### src/rtl/vms_pkg.sv
// Shared types and constants for the vector memory sequencer.
package vms_pkg;

    typedef enum logic [1:0] {
        IDLE  = 2'd0,
        LOAD  = 2'd1,
        STORE = 2'd2,
        DONE  = 2'd3
    } vms_state_e;

    localparam int unsigned OBUF_DEPTH = 2;
    localparam int unsigned OBUF_CNT_W = 2;

endpackage

### src/rtl/vms_obuf.sv
// Two-entry load-data FIFO; an empty FIFO passes a pushed word straight to the head.
module vms_obuf
    import vms_pkg::*;
#(
    parameter int unsigned DATA_WIDTH = 64
) (
    input  logic                  clk,
    input  logic                  rst,
    input  logic                  push,
    input  logic [DATA_WIDTH-1:0] push_data,
    input  logic                  pop,
    output logic                  head_valid,
    output logic [DATA_WIDTH-1:0] head_data,
    output logic                  full,
    output logic                  empty,
    output logic [OBUF_CNT_W-1:0] count
);

    logic [DATA_WIDTH-1:0] mem_q [OBUF_DEPTH];
    logic                  rd_ptr_q;
    logic                  wr_ptr_q;
    logic [OBUF_CNT_W-1:0] count_q;
    logic                  wr_store;
    logic                  rd_take;

    assign empty      = (count_q == '0);
    assign full       = (count_q == OBUF_CNT_W'(OBUF_DEPTH));
    assign count      = count_q;
    assign head_valid = ~empty | push;
    assign head_data  = empty ? push_data : mem_q[rd_ptr_q];

    // A word pushed into an empty FIFO and popped in the same cycle is never stored.
    assign wr_store = push & ~(empty & pop);
    assign rd_take  = pop & ~empty;

    always_ff @(posedge clk) begin
        if (rst) begin
            rd_ptr_q <= 1'b0;
            wr_ptr_q <= 1'b0;
            count_q  <= '0;
        end else begin
            if (wr_store) wr_ptr_q <= ~wr_ptr_q;
            if (rd_take)  rd_ptr_q <= ~rd_ptr_q;
            count_q <= count_q + OBUF_CNT_W'(wr_store) - OBUF_CNT_W'(rd_take);
        end
    end

    always_ff @(posedge clk) begin
        if (wr_store) mem_q[wr_ptr_q] <= push_data;
    end

endmodule

### src/rtl/vec_mem_sequencer.sv
// Strided vector load/store sequencer driving a 1-cycle-latency memory.
// Define VMS_STRIDE_EN to honour req_stride; otherwise the stride is one word.
module vec_mem_sequencer
    import vms_pkg::*;
#(
    parameter int unsigned ADDR_WIDTH = 32,
    parameter int unsigned DATA_WIDTH = 64,
    parameter int unsigned CNT_WIDTH  = 8
) (
    input  logic                  clk,
    input  logic                  rst,
    input  logic                  req_valid,
    output logic                  req_ready,
    input  logic                  req_is_store,
    input  logic [ADDR_WIDTH-1:0] req_base,
    input  logic [ADDR_WIDTH-1:0] req_stride,
    input  logic [CNT_WIDTH-1:0]  req_count,
    input  logic                  st_valid,
    output logic                  st_ready,
    input  logic [DATA_WIDTH-1:0] st_data,
    output logic                  ld_valid,
    input  logic                  ld_ready,
    output logic [DATA_WIDTH-1:0] ld_data,
    output logic                  done,
    output logic                  rd_en,
    output logic [ADDR_WIDTH-1:0] rd_addr,
    input  logic [DATA_WIDTH-1:0] rd_data_out,
    output logic                  wr_en,
    output logic [ADDR_WIDTH-1:0] wr_addr,
    output logic [DATA_WIDTH-1:0] wr_data_in
);

    vms_state_e            state_q;
    vms_state_e            state_d;
    logic [ADDR_WIDTH-1:0] addr_q;
    logic [ADDR_WIDTH-1:0] stride_q;
    logic [ADDR_WIDTH-1:0] stride_sel;
    logic [CNT_WIDTH-1:0]  rem_q;
    logic                  inflight_q;
    logic                  req_hs;
    logic                  issue;
    logic                  words_left;
    logic                  rd_room;
    logic                  load_drained;
    logic                  obuf_push;
    logic                  obuf_pop;
    logic                  obuf_full;
    logic                  obuf_empty;
    logic                  obuf_head_valid;
    logic [DATA_WIDTH-1:0] obuf_head_data;
    logic [OBUF_CNT_W-1:0] obuf_count;

`ifdef VMS_STRIDE_EN
    assign stride_sel = req_stride;
`else
    logic stride_unused;
    assign stride_unused = ^req_stride;
    assign stride_sel    = ADDR_WIDTH'(DATA_WIDTH / 8);
`endif

    assign req_hs     = req_valid & req_ready;
    assign issue      = rd_en | wr_en;
    assign words_left = (rem_q != '0);

    // Reads returning while in reset are dropped before they reach the buffer.
    assign obuf_push = inflight_q & ~rst;
    assign ld_valid  = obuf_head_valid & ~rst;
    assign ld_data   = obuf_head_data;
    assign obuf_pop  = ld_valid & ld_ready;

    // Buffer slots plus outstanding reads never exceed the FIFO depth.
    assign rd_room = ((obuf_count + OBUF_CNT_W'(inflight_q)) < OBUF_CNT_W'(OBUF_DEPTH)) & ~obuf_full;

    // Last word leaves the buffer this cycle (or it is already empty) with nothing outstanding.
    assign load_drained = ~words_left & ~inflight_q &
                          (obuf_empty | ((obuf_count == OBUF_CNT_W'(1)) & obuf_pop));

    assign rd_addr    = addr_q;
    assign wr_addr    = addr_q;
    assign wr_data_in = st_data;

    vms_obuf #(
        .DATA_WIDTH (DATA_WIDTH)
    ) u_obuf (
        .clk        (clk),
        .rst        (rst),
        .push       (obuf_push),
        .push_data  (rd_data_out),
        .pop        (obuf_pop),
        .head_valid (obuf_head_valid),
        .head_data  (obuf_head_data),
        .full       (obuf_full),
        .empty      (obuf_empty),
        .count      (obuf_count)
    );

    always_ff @(posedge clk) begin
        if (rst) begin
            state_q <= IDLE;
        end else begin
            state_q <= state_d;
        end
    end

    always_comb begin
        state_d   = state_q;
        req_ready = 1'b0;
        rd_en     = 1'b0;
        wr_en     = 1'b0;
        st_ready  = 1'b0;
        done      = 1'b0;
        case (state_q)
            IDLE: begin
                req_ready = 1'b1;
                if (req_valid) begin
                    if (req_count == '0) state_d = DONE;
                    else if (req_is_store) state_d = STORE;
                    else state_d = LOAD;
                end
            end
            LOAD: begin
                rd_en = words_left & rd_room;
                if (load_drained) state_d = DONE;
            end
            STORE: begin
                st_ready = words_left;
                wr_en    = st_valid & words_left;
                if (wr_en && (rem_q == CNT_WIDTH'(1))) state_d = DONE;
            end
            DONE: begin
                done    = 1'b1;
                state_d = IDLE;
            end
            default: state_d = IDLE;
        endcase
        if (rst) begin
            req_ready = 1'b0;
            rd_en     = 1'b0;
            wr_en     = 1'b0;
            st_ready  = 1'b0;
            done      = 1'b0;
        end
    end

    // Address, stride and word count for the active request.
    always_ff @(posedge clk) begin
        if (rst) begin
            addr_q     <= '0;
            stride_q   <= '0;
            rem_q      <= '0;
            inflight_q <= 1'b0;
        end else begin
            inflight_q <= rd_en;
            if (req_hs) begin
                addr_q   <= req_base;
                stride_q <= stride_sel;
                rem_q    <= req_count;
            end else if (issue) begin
                addr_q <= addr_q + stride_q;
                rem_q  <= rem_q - CNT_WIDTH'(1);
            end
        end
    end

endmodule

### config.mk
export PLATFORM = sky130hd
export DESIGN_NAME = vec_mem_sequencer
export DESIGN_NICKNAME = d
export VERILOG_FILES = /design/src/rtl/vms_pkg.sv /design/src/rtl/vms_obuf.sv /design/src/rtl/vec_mem_sequencer.sv
export SDC_FILE = /design/constraint.sdc
export NUM_CORES = 1
export LEC_CHECK = 0
export ABC_AREA = 0
export BUFFER_PORTS_ARGS = -buffer_cell sky130_fd_sc_hd__buf_2
export CAP_MARGIN = 15
export CORE_AREA = 2 2 156 158
export DETAILED_ROUTE_END_ITERATION = 6
export DIE_AREA = 0 0 158 160
export PLACE_DENSITY = 0.66
export RECOVER_POWER = 25
export SLEW_MARGIN = 40
export SYNTH_ARGS = -nofsm -noshare
export SYNTH_HDL_FRONTEND = slang
export SYNTH_SLANG_ARGS = --single-unit
### constraint.sdc
create_clock -name clk -period 7.4 [get_ports clk]
set_input_delay 0 -clock clk [delete_from_list [all_inputs] [get_ports clk]]
set_output_delay 0 -clock clk [all_outputs]
set_load 0.03 [all_outputs]
==> run_results.csv, run 1 <==
group,metric,value,unit
outcome,status,"complete, no violations",
global_route,grt_pass1_wl,33.3,mm
synth,netlist.area_leader.share,43.7,%
critical_path,end_kind,"flip-flop",
final_layout,final_common_cell,"buf_2",
critical_path,reg2reg_setup_slack,4730,ps
synth,synth.distinct_cells,47,
synth,ys_seq_area_share,54.8,%
route,vias,6773,
synth,yosys-top-cells-area,"edfxtp_1, dfxtp_1, buf_4, mux2i_1, o21ai_0",
min_path,holdPathStages,0,
place,place_area,9650,µm²
clock_network,clk_pin_slew,70,ps
place,place.gp.congestion,0.793,
synth,synthFlopType,"edfxtp_1",
clock_network,clock_path_buffers,2,
job,drv_cap,0,
timing,timing.slew.headroom,48.5,%
synth,synth-seq-cells,177,
synth,async_flop_share,0,%
timing,tightest_slew,773,ps
global_route,globalRoute.totalOverflow,0,
final_layout,fin_util,47.3,%
route,routedWlPerCell,16.2,µm
floorplanning,rows,57,
timing,slew_viol_final,0,
critical_path,crit_chain,"inv_1 > ha_1 > a32o_1 > nand2_1 > or4_1 > a311oi_1",
clock_network,ctsResizeCount,0,
critical_path,critical_path_class,"flip-flop to flip-flop",
final_layout,final_nets,1247,
global_route,first_global_vias,6562,
synth,ys_warn_count,0,
power,power.leakage,4.31,nW
critical_path,crit_fanout,19,
timing,period_share,36.1,%
final_layout,antennaDiodeCount,0,
route,routed_via_density,4.96,
final_layout,syn2layout_area_growth,27.9,%
floorplanning,die_y,160,µm
min_path,hold_end,"wr_data_in[48]",
floorplanning,ioPinCount,404,
critical_path,reg2reg_to,"rd_addr[28]$_SDFFE_PP0P_",
critical_path,arrival,3000,ps
final_layout,drive_gt1_share,26.2,%
route,remaining_drc_errors,0,
clock_network,htree_levels,4,
route,drt_iter0_markers,359,
timing,final_hold_viol_count,0,
min_path,hp-start,"st_data[48]",
floorplanning,core,23800,µm²
critical_path,r2r_cells,6,
final_layout,fillers,2214,
critical_path,crit_slowest_cell,"a32o_1",
place,numPortBuffers,243,
route,drt-total-wl,22.1,mm
timing,setup_viol,0,
critical_path,required,7730,ps
place,post-dp-hpwl,14.1,mm
timing,period_needed,2670,ps
global_route,grt_max_degree,65,
power,power.total,0.00311,W
synth,syn_area_per_cell,11.1,µm²
synth,synth_area_leader_cell,"edfxtp_1",
synth,synthCells,791,
critical_path,reg2reg_from,"state_q[0]$_SDFFE_PP0P_",
clock_network,clk_latency,430,ps
timing,skew,11.3,ps
critical_path,worstSetupStartpointType,"flip-flop",
route,ant_nets,0,
floorplanning,die_w,158,µm
floorplanning,die_area,25300,µm²
timing,fmax,374,MHz
clock_network,clock_sinks,177,
critical_path,slowest_delay,680,ps
clock_network,cts_tree,"done",
final_layout,stdcell_area,11300,µm²
power,ir_worst_vdd,156,µV
route,first_pass_iters,5,
global_route,track_usage,16.7,%
clock_network,cts_buffers,17,
timing,grt_setup_unrepaired,"false",
synth,syn_area,8800,µm²
clock_network,cts-root-buf,"clkbuf_16",
synth,synth_edf_count,128,
floorplanning,start_util,37.0,%
synth,syn_nets,1009,
final_layout,final_cell_mix,"buf_2, edfxtp_1, dlygate4sd3_1",
timing,timing.setup.tns,0,ps
min_path,hp-class,"primary input to output pin",
power,power-per-cell-area,276,nW/µm²
global_route,antenna_found_initial,0,
cells by family (layout without fill, tap and decap cells):
family	count (synthesis)	in the layout	synth area share, %
muxes	67	67	7.62
adders and majority gates	12	12	1.71
xor gates and xnor gates	32	32	3.18
and+or+nand+nor	230	230	13.3
DFF	177	177	54.8
AOI/OAI and AO/OA	123	123	8.71
buffers and inverters	150	401	10.6
worst max path at each step:
stage,cells past startpoint,from,endpoint
6_report,6,state_q[0]$_SDFFE_PP0P_,rd_addr[28]$_SDFFE_PP0P_
5_1_grt,6,state_q[0]$_SDFFE_PP0P_,rd_addr[28]$_SDFFE_PP0P_
4_1_cts,6,state_q[0]$_SDFFE_PP0P_,rd_addr[28]$_SDFFE_PP0P_
3_5_place_dp,6,state_q[0]$_SDFFE_PP0P_,rd_addr[28]$_SDFFE_PP0P_
3_3_place_gp,6,state_q[0]$_SDFFE_PP0P_,rd_addr[28]$_SDFFE_PP0P_
2_1_floorplan,4,u_obuf.count[0]$_SDFF_PP0_,u_obuf.mem_q[0][0]$_DFFE_PP_
per-layer routing:
| layer | up-vias | part of all wire (%) | global-route usage, % |
|---|---|---|---|
| met2 | 307 | 47 | 27.8 |
| met5 | - | 0.20 | 1.39 |
| li1 | 3248 | - | - |
| met4 | 2 | 1.4 | 5.04 |
| met1 | 3195 | 43 | 20.6 |
| met3 | 21 | 8.2 | 5.32 |
stage by stage:
stage               setup WS, ps  hold WS (ps)  instances
floorplan                   3100          98.9        791
global placement            4790         0.205       1225
detailed placement          4760         0.205       1228
CTS                         4750         0.205       1366
global route                4450        0.0434       1366
finish                      4730        0.0132       1366
cell type report:
cell class                      count  area [µm²]  share of cell area, %
Timing Repair Buffer              359        2340                   20.7
Tap cell                          324         405                   3.60
Clock inverter                     14         161                   1.43
Multi-Input combinational cell    464        3060                   27.2
Clock buffer                       18         429                   3.81
Sequential cell                   177        4830                   42.9
Inverter                           10        37.5                  0.333
synth_stat cells, types with 4 or more instances:
library cell,n
buf_1,8
nand3_1,14
mux2i_1,67
dfxtp_1,49
inv_1,9
nor4_2,7
a211oi_1,28
or4_1,5
clkbuf_1,31
ha_1,12
o21ai_0,68
and3_1,6
edfxtp_1,128
nor3_1,6
nand2b_1,5
and2_1,6
nor2b_1,5
buf_4,96
nor2_1,56
a21oi_1,6
buf_2,4
nand4_1,22
xor2_1,17
nor4_1,5
and4_1,6
nand2_1,81
xnor2_1,15
a311oi_1,5
critical path, delay by kind of cell, from the launching register on:
kind / cells / cell delay [ps]
fa+ha+maj: 1 / 290
buf+inv: 1 / 110
simple gates: 2 / 920
flops: 1 / 340
compound gates: 2 / 920
timing repair:
item | 4_1_cts | 5_1_grt
setup buffers | 0 | 0
hold endpoints to repair | 172 | 0
hold buffers | 106 | 0
endpoints found under the setup margin | 0 | 0
state kept, by name, indices dropped and copies added (netlist names), named ones only:
register / cells
inflight_q: 1
u_obuf.count: 2
state_q: 2
rem_q: 8
rd_addr: 32
u_obuf.rd_ptr_q: 1
u_obuf.wr_ptr_q: 1
stride_q: 1
u_obuf.mem_q: 128
power breakdown:
part           total (W)  switching, W  internal [W]
Combinational   0.000981      0.000666      0.000315
Clock           0.000893      0.000438      0.000455
Sequential       0.00123     0.0000962       0.00114
(Power assumes the default switching activity.)
==> inputs of run 2 (changes only) <==
==> constraint.sdc (replaced) <==
create_clock -name clk -period 2.55 [get_ports clk]
set_input_delay 0 -clock clk [delete_from_list [all_inputs] [get_ports clk]]
set_output_delay 0 -clock clk [all_outputs]
set_load 0.03 [all_outputs]
==> run_results.csv, run 2 (synthesized netlist as in run 1, its figures left out) <==
group,metric,value,unit
final_layout,syn2layout_area_growth,29.6,%
timing,fmax,454,MHz
global_route,grt_pass1_wl,34.6,mm
place,pre_cts_slack,154,ps
final_layout,drive_gt1_share,26.9,%
critical_path,required,2860,ps
final_layout,final_common_cell,"buf_2",
timing,period_share,86.4,%
critical_path,crit_fanout,8,
route,routed_via_density,4.94,
place,numPortBuffers,243,
clock_network,clock_path_buffers,2,
global_route,globalRoute.totalOverflow,0,
final_layout,top_register,"u_obuf.mem_q",
critical_path,path_common_cell,"ha_1",
clock_network,clk_pin_slew,70,ps
power,ir_worst_vdd,433,µV
final_layout,fillers,2192,
clock_network,htree_levels,4,
timing,slew_viol_final,0,
global_route,grt_max_degree,129,
route,remaining_drc_errors,0,
min_path,hp-start,"st_data[1]",
timing,period_needed,2200,ps
floorplanning,die_area,25300,µm²
route,drt_iter0_markers,339,
floorplanning,die_y,160,µm
critical_path,end_kind,"flip-flop",
floorplanning,start_util,37.0,%
outcome,status,"complete, no violations",
timing,skew,13.8,ps
clock_network,cts-root-buf,"clkbuf_16",
timing,setup_viol,0,
timing,timing.slew.headroom,56.7,%
job,drv_cap,0,
critical_path,worstSetupStartpointType,"flip-flop",
clock_network,clk_latency,430,ps
critical_path,slowest_delay,610,ps
final_layout,stdcell_area,11400,µm²
route,drt-total-wl,22.9,mm
critical_path,crit_cells,7,
timing,timing.setup.tns,0,ps
critical_path,reg2reg_to,"rd_addr[25]$_SDFFE_PP0P_",
floorplanning,rows,57,
critical_path,arrival,2510,ps
timing,grt_setup_unrepaired,"false",
critical_path,critical_path_class,"flip-flop to flip-flop",
global_route,first_global_vias,6719,
final_layout,final_cell_mix,"buf_2, edfxtp_1, dlygate4sd3_1",
min_path,hold_end,"wr_data_in[1]",
power,power.leakage,4.39,nW
critical_path,r2r_cells,7,
final_layout,largest_reg_flops,128,
critical_path,crit_slowest_cell,"or4_4",
route,routedWlPerCell,16.6,µm
timing,final_hold_viol_count,0,
min_path,holdPathStages,0,
min_path,hp-class,"primary input to output pin",
floorplanning,ioPinCount,404,
route,ant_nets,0,
global_route,antenna_found_initial,1,
global_route,track_usage,17.4,%
route,first_pass_iters,6,
final_layout,final_nets,1258,
place,post-dp-hpwl,14.2,mm
floorplanning,core,23800,µm²
clock_network,clock_sinks,177,
clock_network,cts_tree,"done",
critical_path,crit_family,"simple AND/OR/NAND/NOR gates",
critical_path,crit_buf_inv,0,
route,vias,6802,
clock_network,cts_buffers,17,
critical_path,reg2reg_setup_slack,350,ps
critical_path,reg2reg_from,"stride_q[3]$_SDFFE_PP0P_",
floorplanning,die_w,158,µm
critical_path,crit_chain,"ha_1 > ha_1 > nand3_1 > or4_4 > nor4_4 > nor4_1 > a221o_1",
place,place.gp.congestion,0.804,
power,power-per-cell-area,801,nW/µm²
place,place_area,9770,µm²
timing,tightest_slew,650,ps
timing,fin_ws,346,ps
==> run 2: cell types whose count changed in the layout (fill, tap and decap cells not counted), moves of 2 or more <==
cell,previous run,this run
buf_12,1,6
buf_4,6,13
buf_6,3,0
dlygate4sd3_1,106,108
==> run 2: worst max-delay path by stage <==
stage	to	slack (ps)	start
global placement	rd_addr[25]$_SDFFE_PP0P_	180	rd_addr[3]$_SDFFE_PP0P_
finish	rd_addr[25]$_SDFFE_PP0P_	350	stride_q[3]$_SDFFE_PP0P_
detailed placement	rd_addr[25]$_SDFFE_PP0P_	150	rd_addr[3]$_SDFFE_PP0P_
CTS	rd_addr[25]$_SDFFE_PP0P_	150	rd_addr[3]$_SDFFE_PP0P_
global route	rd_addr[25]$_SDFFE_PP0P_	210	rd_addr[3]$_SDFFE_PP0P_
floorplan	u_obuf.mem_q[0][0]$_DFFE_PP_	160	u_obuf.count[0]$_SDFF_PP0_
==> run 2: final cells by class <==
| cell class | instances | area (µm²) | area share [%] |
|---|---|---|---|
| clock inverter | 14 | 161 | 1.42 |
| multi-input combinational | 464 | 3060 | 26.9 |
| clock buffer | 18 | 429 | 3.76 |
| timing repair buffer | 370 | 2470 | 21.7 |
| antenna | 1 | 2.50 | 0.0219 |
| sequential | 177 | 4830 | 42.3 |
| inverter | 10 | 37.5 | 0.329 |
| tap | 324 | 405 | 3.55 |
==> run 2: routing by layer <==
metal | up-vias | track usage [%] | wire [µm]
li1 | 3265 | - | -
met1 | 3234 | 21.4 | 9840
met2 | 294 | 30.0 | 11100
met3 | 9 | 5.29 | 1720
met4 | 0 | 4.10 | 161
met5 | - | 0 | 0
==> run 2: stage by stage <==
stage | hold WS [ps] | util (%) | total power [W] | std cells
after CTS | 0.205 | 48.0 | 0.00919 | 1377
after global placement | 0.205 | 41.0 | 0.00641 | 1237
after global routing | 0.0447 | 47.9 | 0.00959 | 1378
after floorplan | 98.9 | - | 0.00581 | 791
final | 0.0116 | 47.9 | 0.00913 | 1378
after detailed placement | 0.205 | 41.0 | 0.00643 | 1237
==> run 2: repair_timing <==
item | CTS | global route
resized for setup | 0 | 1
setup buffers | 0 | 0
hold buffers | 108 | 0
setup endpoints to repair | 0 | 1
endpoints found under the hold margin | 175 | 0
==> run 2: power breakdown <==
group          switching, W  internal (W)  leakage [nW]
registers          0.000250       0.00330          1.56
logic               0.00198      0.000990          2.55
clock network       0.00129       0.00132         0.285
